$ cat config.mk
export PLATFORM = sky130hd
export DESIGN_NAME = atm_keypad_entry
export DESIGN_NICKNAME = d
export VERILOG_FILES = /design/src/rtl/atm_keypad_entry.sv
export SDC_FILE = /design/constraint.sdc
export NUM_CORES = 1
export LEC_CHECK = 0
export CAP_MARGIN = 25
export CORE_MARGIN = 4
export CORE_UTILIZATION = 50
export CTS_CLUSTER_DIAMETER = 200
export DETAILED_ROUTE_END_ITERATION = 6
export PLACE_DENSITY = 0.71
export SLEW_MARGIN = 30
export SYNTH_ARGS = -nofsm -noshare
export SYNTH_HDL_FRONTEND = slang
export SYNTH_SLANG_ARGS = --single-unit
$ cat constraint.sdc
create_clock -name clk_i -period 5.6 [get_ports clk_i]
set_input_delay 0.56 -clock clk_i [delete_from_list [all_inputs] [get_ports clk_i]]
set_output_delay 0.56 -clock clk_i [all_outputs]
set_load 0.1 [all_outputs]
$ cat src/rtl/atm_keypad_entry.sv
// ATM keypad front end: collects operation, account, PIN and optional amount / new PIN as
// binary fields and presents one complete request with a single-cycle req_valid_o strobe.
module atm_keypad_entry #(
   parameter int unsigned TIMEOUT_CYC = 1000
) (
   input  logic        clk_i,
   input  logic        rst_ni,
   input  logic        key_valid_i,
   input  logic [3:0]  key_code_i,
   output logic [2:0]  operation_o,
   output logic [3:0]  acc_num_o,
   output logic [15:0] pin_o,
   output logic [15:0] amount_o,
   output logic [15:0] new_pin_o,
   output logic        language_o,
   output logic        req_valid_o,
   output logic [2:0]  entry_state_o,
   output logic        err_o,
   output logic        timeout_o
);

   typedef enum logic [2:0] {
      StOp   = 3'd0,
      StAcc  = 3'd1,
      StPin  = 3'd2,
      StAmt  = 3'd3,
      StNpin = 3'd4,
      StSend = 3'd5
   } state_e;

   localparam logic [3:0] KeyClear  = 4'd10;
   localparam logic [3:0] KeyEnter  = 4'd11;
   localparam logic [3:0] KeyCancel = 4'd12;
   localparam logic [3:0] KeyLang   = 4'd13;

   localparam int unsigned   CntW    = $clog2(TIMEOUT_CYC);
   localparam logic [CntW-1:0] TmrLast = CntW'(TIMEOUT_CYC - 1);

   state_e          state_q, state_d;
   logic [16:0]     cur_val_q, cur_val_d;
   logic [2:0]      dig_cnt_q, dig_cnt_d;
   logic [2:0]      sh_op_q, sh_op_d;
   logic [3:0]      sh_acc_q, sh_acc_d;
   logic [15:0]     sh_pin_q, sh_pin_d;
   logic [15:0]     sh_amt_q, sh_amt_d;
   logic [15:0]     sh_npin_q, sh_npin_d;
   logic [2:0]      op_q, op_d;
   logic [3:0]      acc_q, acc_d;
   logic [15:0]     pin_q, pin_d;
   logic [15:0]     amt_q, amt_d;
   logic [15:0]     npin_q, npin_d;
   logic            lang_q, lang_d;
   logic            req_q, req_d;
   logic            err_q, err_d;
   logic            to_q, to_d;
   logic [CntW-1:0] tmr_q, tmr_d;

   logic [2:0]  max_dig;
   logic [16:0] limit;
   logic [20:0] cand;
   logic        dig_ok;
   logic        entry_st;
   logic        abort;
   logic        go_send;

   always_comb begin
      max_dig = 3'd0;
      limit   = 17'd0;
      case (state_q)
         StOp:    begin max_dig = 3'd1; limit = 17'd7;     end
         StAcc:   begin max_dig = 3'd2; limit = 17'd15;    end
         StPin:   begin max_dig = 3'd4; limit = 17'd9999;  end
         StAmt:   begin max_dig = 3'd5; limit = 17'd65535; end
         StNpin:  begin max_dig = 3'd4; limit = 17'd9999;  end
         default: ;
      endcase
   end

   assign cand     = 21'(cur_val_q) * 21'd10 + 21'(key_code_i);
   assign dig_ok   = (dig_cnt_q < max_dig) && (cand <= 21'(limit));
   assign entry_st = state_q inside {StOp, StAcc, StPin, StAmt, StNpin};

   always_comb begin
      state_d   = state_q;
      cur_val_d = cur_val_q;
      dig_cnt_d = dig_cnt_q;
      sh_op_d   = sh_op_q;
      sh_acc_d  = sh_acc_q;
      sh_pin_d  = sh_pin_q;
      sh_amt_d  = sh_amt_q;
      sh_npin_d = sh_npin_q;
      op_d      = op_q;
      acc_d     = acc_q;
      pin_d     = pin_q;
      amt_d     = amt_q;
      npin_d    = npin_q;
      lang_d    = lang_q;
      tmr_d     = tmr_q;
      req_d     = 1'b0;
      err_d     = 1'b0;
      to_d      = 1'b0;
      abort     = 1'b0;
      go_send   = 1'b0;

      // Any key restarts the idle window, so a key on the expiry cycle wins.
      case (state_q)
         StAcc, StPin, StAmt, StNpin: begin
            if (key_valid_i) begin
               tmr_d = '0;
            end else if (tmr_q == TmrLast) begin
               to_d  = 1'b1;
               abort = 1'b1;
            end else begin
               tmr_d = tmr_q + 1'b1;
            end
         end
         default: tmr_d = '0;
      endcase

      if (key_valid_i && entry_st) begin
         if (key_code_i <= 4'd9) begin
            if (dig_ok) begin
               cur_val_d = cand[16:0];
               dig_cnt_d = dig_cnt_q + 3'd1;
            end else begin
               err_d = 1'b1;
            end
         end else begin
            case (key_code_i)
               KeyClear: begin
                  cur_val_d = '0;
                  dig_cnt_d = '0;
               end
               KeyEnter: begin
                  if (dig_cnt_q == 3'd0) begin
                     err_d = 1'b1;
                  end else begin
                     cur_val_d = '0;
                     dig_cnt_d = '0;
                     case (state_q)
                        StOp: begin
                           if (cur_val_q <= 17'd4) begin
                              sh_op_d = cur_val_q[2:0];
                              state_d = StAcc;
                           end else begin
                              err_d = 1'b1;
                           end
                        end
                        StAcc: begin
                           sh_acc_d = cur_val_q[3:0];
                           state_d  = StPin;
                        end
                        StPin: begin
                           sh_pin_d = cur_val_q[15:0];
                           if (sh_op_q == 3'd2 || sh_op_q == 3'd3) begin
                              state_d = StAmt;
                           end else if (sh_op_q == 3'd4) begin
                              state_d = StNpin;
                           end else begin
                              go_send = 1'b1;
                           end
                        end
                        StAmt: begin
                           sh_amt_d = cur_val_q[15:0];
                           go_send  = 1'b1;
                        end
                        StNpin: begin
                           sh_npin_d = cur_val_q[15:0];
                           go_send   = 1'b1;
                        end
                        default: ;
                     endcase
                  end
               end
               KeyCancel: abort = 1'b1;
               KeyLang: begin
                  if (state_q == StOp) lang_d = ~lang_q;
                  else                 err_d  = 1'b1;
               end
               default: ;
            endcase
         end
      end

      // Outputs load together with the last shadow so the request is visible with req_valid.
      if (go_send) begin
         state_d = StSend;
         req_d   = 1'b1;
         op_d    = sh_op_d;
         acc_d   = sh_acc_d;
         pin_d   = sh_pin_d;
         amt_d   = sh_amt_d;
         npin_d  = sh_npin_d;
      end

      if (state_q == StSend) begin
         state_d   = StOp;
         sh_op_d   = '0;
         sh_acc_d  = '0;
         sh_pin_d  = '0;
         sh_amt_d  = '0;
         sh_npin_d = '0;
      end else if (!entry_st) begin
         abort = 1'b1;
      end

      if (abort) begin
         state_d   = StOp;
         cur_val_d = '0;
         dig_cnt_d = '0;
         sh_op_d   = '0;
         sh_acc_d  = '0;
         sh_pin_d  = '0;
         sh_amt_d  = '0;
         sh_npin_d = '0;
         tmr_d     = '0;
      end
   end

   always_ff @(posedge clk_i or negedge rst_ni) begin
      if (!rst_ni) begin
         state_q   <= StOp;
         cur_val_q <= '0;
         dig_cnt_q <= '0;
         sh_op_q   <= '0;
         sh_acc_q  <= '0;
         sh_pin_q  <= '0;
         sh_amt_q  <= '0;
         sh_npin_q <= '0;
         op_q      <= '0;
         acc_q     <= '0;
         pin_q     <= '0;
         amt_q     <= '0;
         npin_q    <= '0;
         lang_q    <= 1'b0;
         req_q     <= 1'b0;
         err_q     <= 1'b0;
         to_q      <= 1'b0;
         tmr_q     <= '0;
      end else begin
         state_q   <= state_d;
         cur_val_q <= cur_val_d;
         dig_cnt_q <= dig_cnt_d;
         sh_op_q   <= sh_op_d;
         sh_acc_q  <= sh_acc_d;
         sh_pin_q  <= sh_pin_d;
         sh_amt_q  <= sh_amt_d;
         sh_npin_q <= sh_npin_d;
         op_q      <= op_d;
         acc_q     <= acc_d;
         pin_q     <= pin_d;
         amt_q     <= amt_d;
         npin_q    <= npin_d;
         lang_q    <= lang_d;
         req_q     <= req_d;
         err_q     <= err_d;
         to_q      <= to_d;
         tmr_q     <= tmr_d;
      end
   end

   assign operation_o   = op_q;
   assign acc_num_o     = acc_q;
   assign pin_o         = pin_q;
   assign amount_o      = amt_q;
   assign new_pin_o     = npin_q;
   assign language_o    = lang_q;
   assign req_valid_o   = req_q;
   assign entry_state_o = state_q;
   assign err_o         = err_q;
   assign timeout_o     = to_q;

endmodule

# --- After elaboration in Yosys (flattened, before gate mapping) ---
# Index checks and enable logic that the tools add are counted.
word_totals:
  regBits: 147
  input_bits: 7
  out_inout_bits: 62
  elab_cells: 154
classes:
  n_addsub: 3
  n_mul: 1
  n_lt_le_gt_ge: 4
  n_eq_ne: 20
  muxes: 89
  bitwise: 2
  reduce_logical: 17
ops:
  columns: ["operator", "n"]
  rows:
  - ["16-bit 2-to-1 mux", 21]
  - ["17-bit 2-to-1 mux", 5]
  - ["3-bit 2-to-1 mux", 23]
  - ["16-bit one-hot mux with 4 select lines", 1]
  - ["10-bit 2-to-1 mux", 4]
  - ["17-bit one-hot mux with 2 select lines", 1]
  - ["4-bit 2-to-1 mux", 7]
  - ["1-bit 2-to-1 mux", 22]
  - ["21-bit by 4-bit adder with 21-bit output", 1]
  - ["21-bit by 17-bit less-or-equal comparator with 1-bit output", 1]
  - ["17-bit by 3-bit multiplier with 20-bit output (second input constant)", 1]
  - ["17-bit by 3-bit less-or-equal comparator with 1-bit output (second input constant)", 1]
  - ["4-bit equality test (second input constant)", 4]
  - ["3-bit by 2-bit equality test with 1-bit output (second input constant)", 4]
  - ["3-bit one-hot mux with 4 select lines", 1]
  - ["4-bit nonzero test", 3]
  - ["10-bit by 1-bit adder with 10-bit output (second input constant)", 1]
  - ["10-bit equality test (second input constant)", 1]
  - ["3-bit equality test (second input constant)", 3]
  - ["3-bit one-hot mux with 3 select lines", 1]
  - ["4-bit by 3-bit != test with 1-bit output (second input constant)", 2]
  - ["4-bit != test (second input constant)", 2]
  - ["4-bit AND reduction", 2]
  - ["7-bit AND reduction", 1]
  - ["18 further kinds", 23]

# --- Logic depth before layout (Yosys ltp) ---
logic_depth:
  ltp_word: 11
  depth_mapped: 21
  depth_no_buf: 20

# --- Least setup slack after synthesis ---
# Ideal clock, no wire load.
synth_path:
  path_kind: "register -> register"
  startpoint: "register cur_val_q[1]"
  endpoint: "register cur_val_q[12]"
  setup_time_ns: 0.066
  arrival_ns: 4.697
  required_time_ns: 5.534
  slack_ns: 0.837
  stages_incl_launch_ff: 21
  path_buffers: 1
  synth_period_minus_slack_ns: 4.763
  cell_sequence: "dfrtp_1 -> ha_1 -> ha_1 -> fa_1 -> a211o_1 -> o21ai_0 -> xnor2_1 -> nand4_1 -> a311oi_1 -> nand2_1 -> xor2_1 -> ha_1 -> nand3_1 -> nor2_1 -> a31oi_1 -> o21ai_0 -> or4_1 -> a21oi_2 -> nor3b_4 -> buf_6 -> a22o_1"
synth_between:
  elab_chain_cells: 6
  elab_cells_between_ends: 10
  classes_between: "add/sub: 1; mul: 1; order compare: 1; eq/ne: 1; mux: 4; reduce/logical: 2"
synth_lines:
  columns: ["item", "line", "rtl"]
  rows:
  - ["start, declared", "40", "logic [16:0] cur_val_q, cur_val_d;"]
  - ["start signal, assigned", "242", "cur_val_q <= cur_val_d;"]
  - ["17-bit by 3-bit multiplier with 20-bit output *", "79", "assign cand = 21'(cur_val_q) * 21'd10 + 21'(key_code_i);"]
  - ["21-bit by 4-bit adder with 21-bit output *", "79", null]
  - ["21-bit by 17-bit less-or-equal comparator with 1-bit output or 17-bit 2-to-1 mux (tied branches)", "80, 122", null]
  - ["1-bit logical AND or 17-bit 2-to-1 mux (tied branches)", "80, 121", null]
  - ["3-bit != test (no source line) or 17-bit 2-to-1 mux (tied branches)", null, null]
  - ["4-bit AND reduction (no source line) or 17-bit 2-to-1 mux (tied branches)", null, null]
# Every way passes the cells marked *; elsewhere a longest branch is shown, timed or not. The select of a mux whose other input is x is not followed.
# A chain may end at the register's enable or synchronous reset.

# --- Final worst setup path ---
layout_path:
  startpoint: "register cur_val_q[3]"
  endpoint: "register cur_val_q[4]"
# Same word-level chain as after synthesis.

==> metrics.cfg <==
[layout]
drive_gt1_frac=0.0730
area_growth_pct=19.4
nets=886
postLayoutCoreUtil=0.610
fill_cells=1258
antenna_cells=0
design_area_mm2=0.00927

[setup_path]
crit_slowest_cell=dfrtp_1
worstRegToRegCells=20
path_cells=ha_1 -> ha_1 -> fa_1 -> a211o_1 -> o21ai_0 -> xnor2_1 -> nand4_1 -> a311oi_2 -> nand2_1 -> xor2_1 -> ha_1 -> nand3_1 -> nor2_1 -> a31oi_1 -> o21ai_0 -> or4_1 -> a21oi_2 -> nor3b_4 -> buf_4 -> a22o_1
crit_family=compound AO/OA/AOI/OAI gates
r2r-end=cur_val_q[4]
cp_max_fo=14
r2r_start=cur_val_q[3]
critPathMaxStageDelay_ps=480
crit_arrival_ps=5600
critPathBufInv=1
crit_path_start_kind=flop
endpoint_kind=flop
cpMostUsedCell=ha_1
r2r_slack_ps=350
worst_ep_required_time_ps=5950
crit_type=reg -> reg

[yosys]
syn_area_mm2=0.00776
yosysWarnings=0
synth.distinct_cells=69
synthTopCellsByCount=dfrtp_1, nor2_1, a21oi_1, mux2i_1, ha_1
synth_top_cell_area_share=0.474
synth_flop_cell=dfrtp_1
async_flop_share=1.00
syn-num-nets=824
synth-seq-cells=147
syn_inst=761
synth_area_per_cell_um2=10.2
yosys.area.top_type=dfrtp_1
yosysMostFrequentCell=dfrtp_1
yosysSeqAreaShare=0.474
synth_edf_count=0
synth.area.top_cells=dfrtp_1, ha_1, mux2i_1, nor2_1, a21oi_1

[clocking]
clk_latency_ps=420
cts-root-buf=clkbuf_16
cts_buffers=17
post_cts_buffers=0
postCtsHoldBufs=0
cts_resized=0
clk_pin_slew_ps=60
clkSinkCount=147
cts_tree=yes
htree_num_levels=4
clk_path_buf_depth=2

[sta]
relSlewSlack=0.325
tightest_slew_ps=1010
setup_viol=0
hold_violations=0
fin_crit_ps=5250
slew_viol_final=0
finalCritPeriodShare=0.938
max_freq_mhz=190
finalSetupTns_ps=0
finClkSkew_ps=10.4
rsz0062_at_grt=false

[power_and_ir_drop]
p_leak_uw=0.00457
cellPowerDensity_mw_per_mm2=537
vdd_drop_max_uv=350

[global_route]
antenna_found_initial=0
grt_pass1_wl_mm=30.5
overflow=0
grt_max_degree=115
grt.total_usage=0.214
grt_pass1_vias=6008

[route]
routed_wl_mm=18.6
drt_iter0_drc=369
dr.pass1.iters=5
avgRoutedWirePerCell_um=18.1
route.detailed.drc=0
vias_per_cell=5.75
ant_nets=0
vias=5890

[die]
die_w_um=133
dieArea_mm2=0.0176
design.core.area_mm2=0.0152
rows=45
fp.dieH_um=133
initial_core_util=0.511
io_pins=69

[placed_design]
dpl_cell_area_mm2=0.00864
port_buffers=68
gp_congestion=0.853
post-dp-hpwl_mm=12.9

[run]
maxCapViolations=0

[hold_path]
hp-class=in -> async

[outcome]
status=complete, no violations

==> per-stage QoR <==
step | hold slack (ps) | total power (uW) | setup slack (ps) | std cells
final | 174 | 4980 | 349 | 1024
after global routing | 228 | 5250 | 33.4 | 1024
after CTS | 205 | 4990 | 245 | 1024
after detailed placement | 473 | 3790 | 286 | 992
after global placement | 459 | 3730 | 510 | 992
after floorplan | 264 | 3190 | 837 | 761
==> layer usage <==
layer	global-route usage	vias up	routed length, um
met5	0	-	0
met2	0.337	138	8640
met1	0.298	2886	8760
met4	0.0681	0	378
met3	0.0475	27	778
li1	-	2839	-
==> power by group <==
group          internal, uW  switching (uW)  leakage [uW]  total [uW]
Combinational           752            1630       0.00222        2380
Clock                   743             453      0.000306        1200
Sequential             1220             185       0.00204        1400
Total                  2710            2270       0.00457        4980
==> cells by family (layout without fill, tap and decap cells) <==
kind of cell	after synthesis	after routing	share of synthesized area
fa+ha+maj	56	56	0.0922
mux	59	59	0.0762
flops	147	147	0.474
buf+inv	47	122	0.0245
simple gates	256	256	0.157
xor+xnor	29	29	0.0337
compound gates	167	167	0.143
==> placed cells by master, fill, tap and decap left out, types with 4 or more instances in the layout <==
master	netlist	routed
dfrtp_1	147	147
nor2_1	145	143
a21oi_1	77	77
clkdlybuf4s50_1	0	67
mux2i_1	58	58
ha_1	54	54
nand2_1	27	27
xor2_1	17	17
a22o_1	17	17
clkbuf_16	0	17
inv_1	14	14
o21ai_0	13	13
nand3_1	12	12
xnor2_1	11	11
and3_1	11	11
a21o_1	9	9
nand4_1	8	8
nor2b_1	7	7
buf_4	0	7
nor3_1	6	6
and2_1	5	5
or3_1	5	5
a211oi_1	5	5
o211ai_1	5	5
inv_6	0	5
nand3b_1	4	4
nor4_1	4	4
a31oi_1	5	4
==> worst reg2reg max path: stages, from the launching register on <==
cell	delay, ps
dfrtp_1	480
ha_1	320
ha_1	240
fa_1	430
a211o_1	300
o21ai_0	120
xnor2_1	240
nand4_1	200
a311oi_2	360
nand2_1	110
xor2_1	230
ha_1	280
nand3_1	130
nor2_1	60
a31oi_1	160
o21ai_0	90
or4_1	450
a21oi_2	220
nor3b_4	340
buf_4	270
a22o_1	170
==> worst max path at each step <==
stage / slack, ps / from / cells past startpoint / end
3_5_place_dp: 290 / cur_val_q[3] / 20 / cur_val_q[11]
6_report: 350 / cur_val_q[3] / 20 / cur_val_q[4]
2_1_floorplan: 840 / cur_val_q[1] / 20 / cur_val_q[12]
5_1_grt: 30 / cur_val_q[3] / 20 / cur_val_q[4]
4_1_cts: 250 / cur_val_q[3] / 20 / cur_val_q[4]
3_3_place_gp: 510 / cur_val_q[3] / 20 / cur_val_q[1]
==> flip-flops by register name, indices dropped and copies added, names as in the netlist, 3 cells and up <==
register,cells
sh_acc_q,4
entry_state_o,3
pin_o,16
cur_val_q,17
sh_op_q,3
dig_cnt_q,3
tmr_q,10
acc_num_o,4
new_pin_o,16
operation_o,3
amount_o,16
sh_npin_q,16
sh_pin_q,16
sh_amt_q,16
==> area by class of cell <==
class | count | area [um^2] | area share
Clock inverter | 10 | 144 | 0.0155
Timing Repair Buffer | 76 | 746 | 0.0805
Multi-Input combinational cell | 567 | 3940 | 0.425
Tap cell | 188 | 235 | 0.0254
Clock buffer | 22 | 474 | 0.0512
Inverter | 14 | 52.6 | 0.00567
Sequential cell | 147 | 3680 | 0.397
Power figures use the tool's default switching activity.
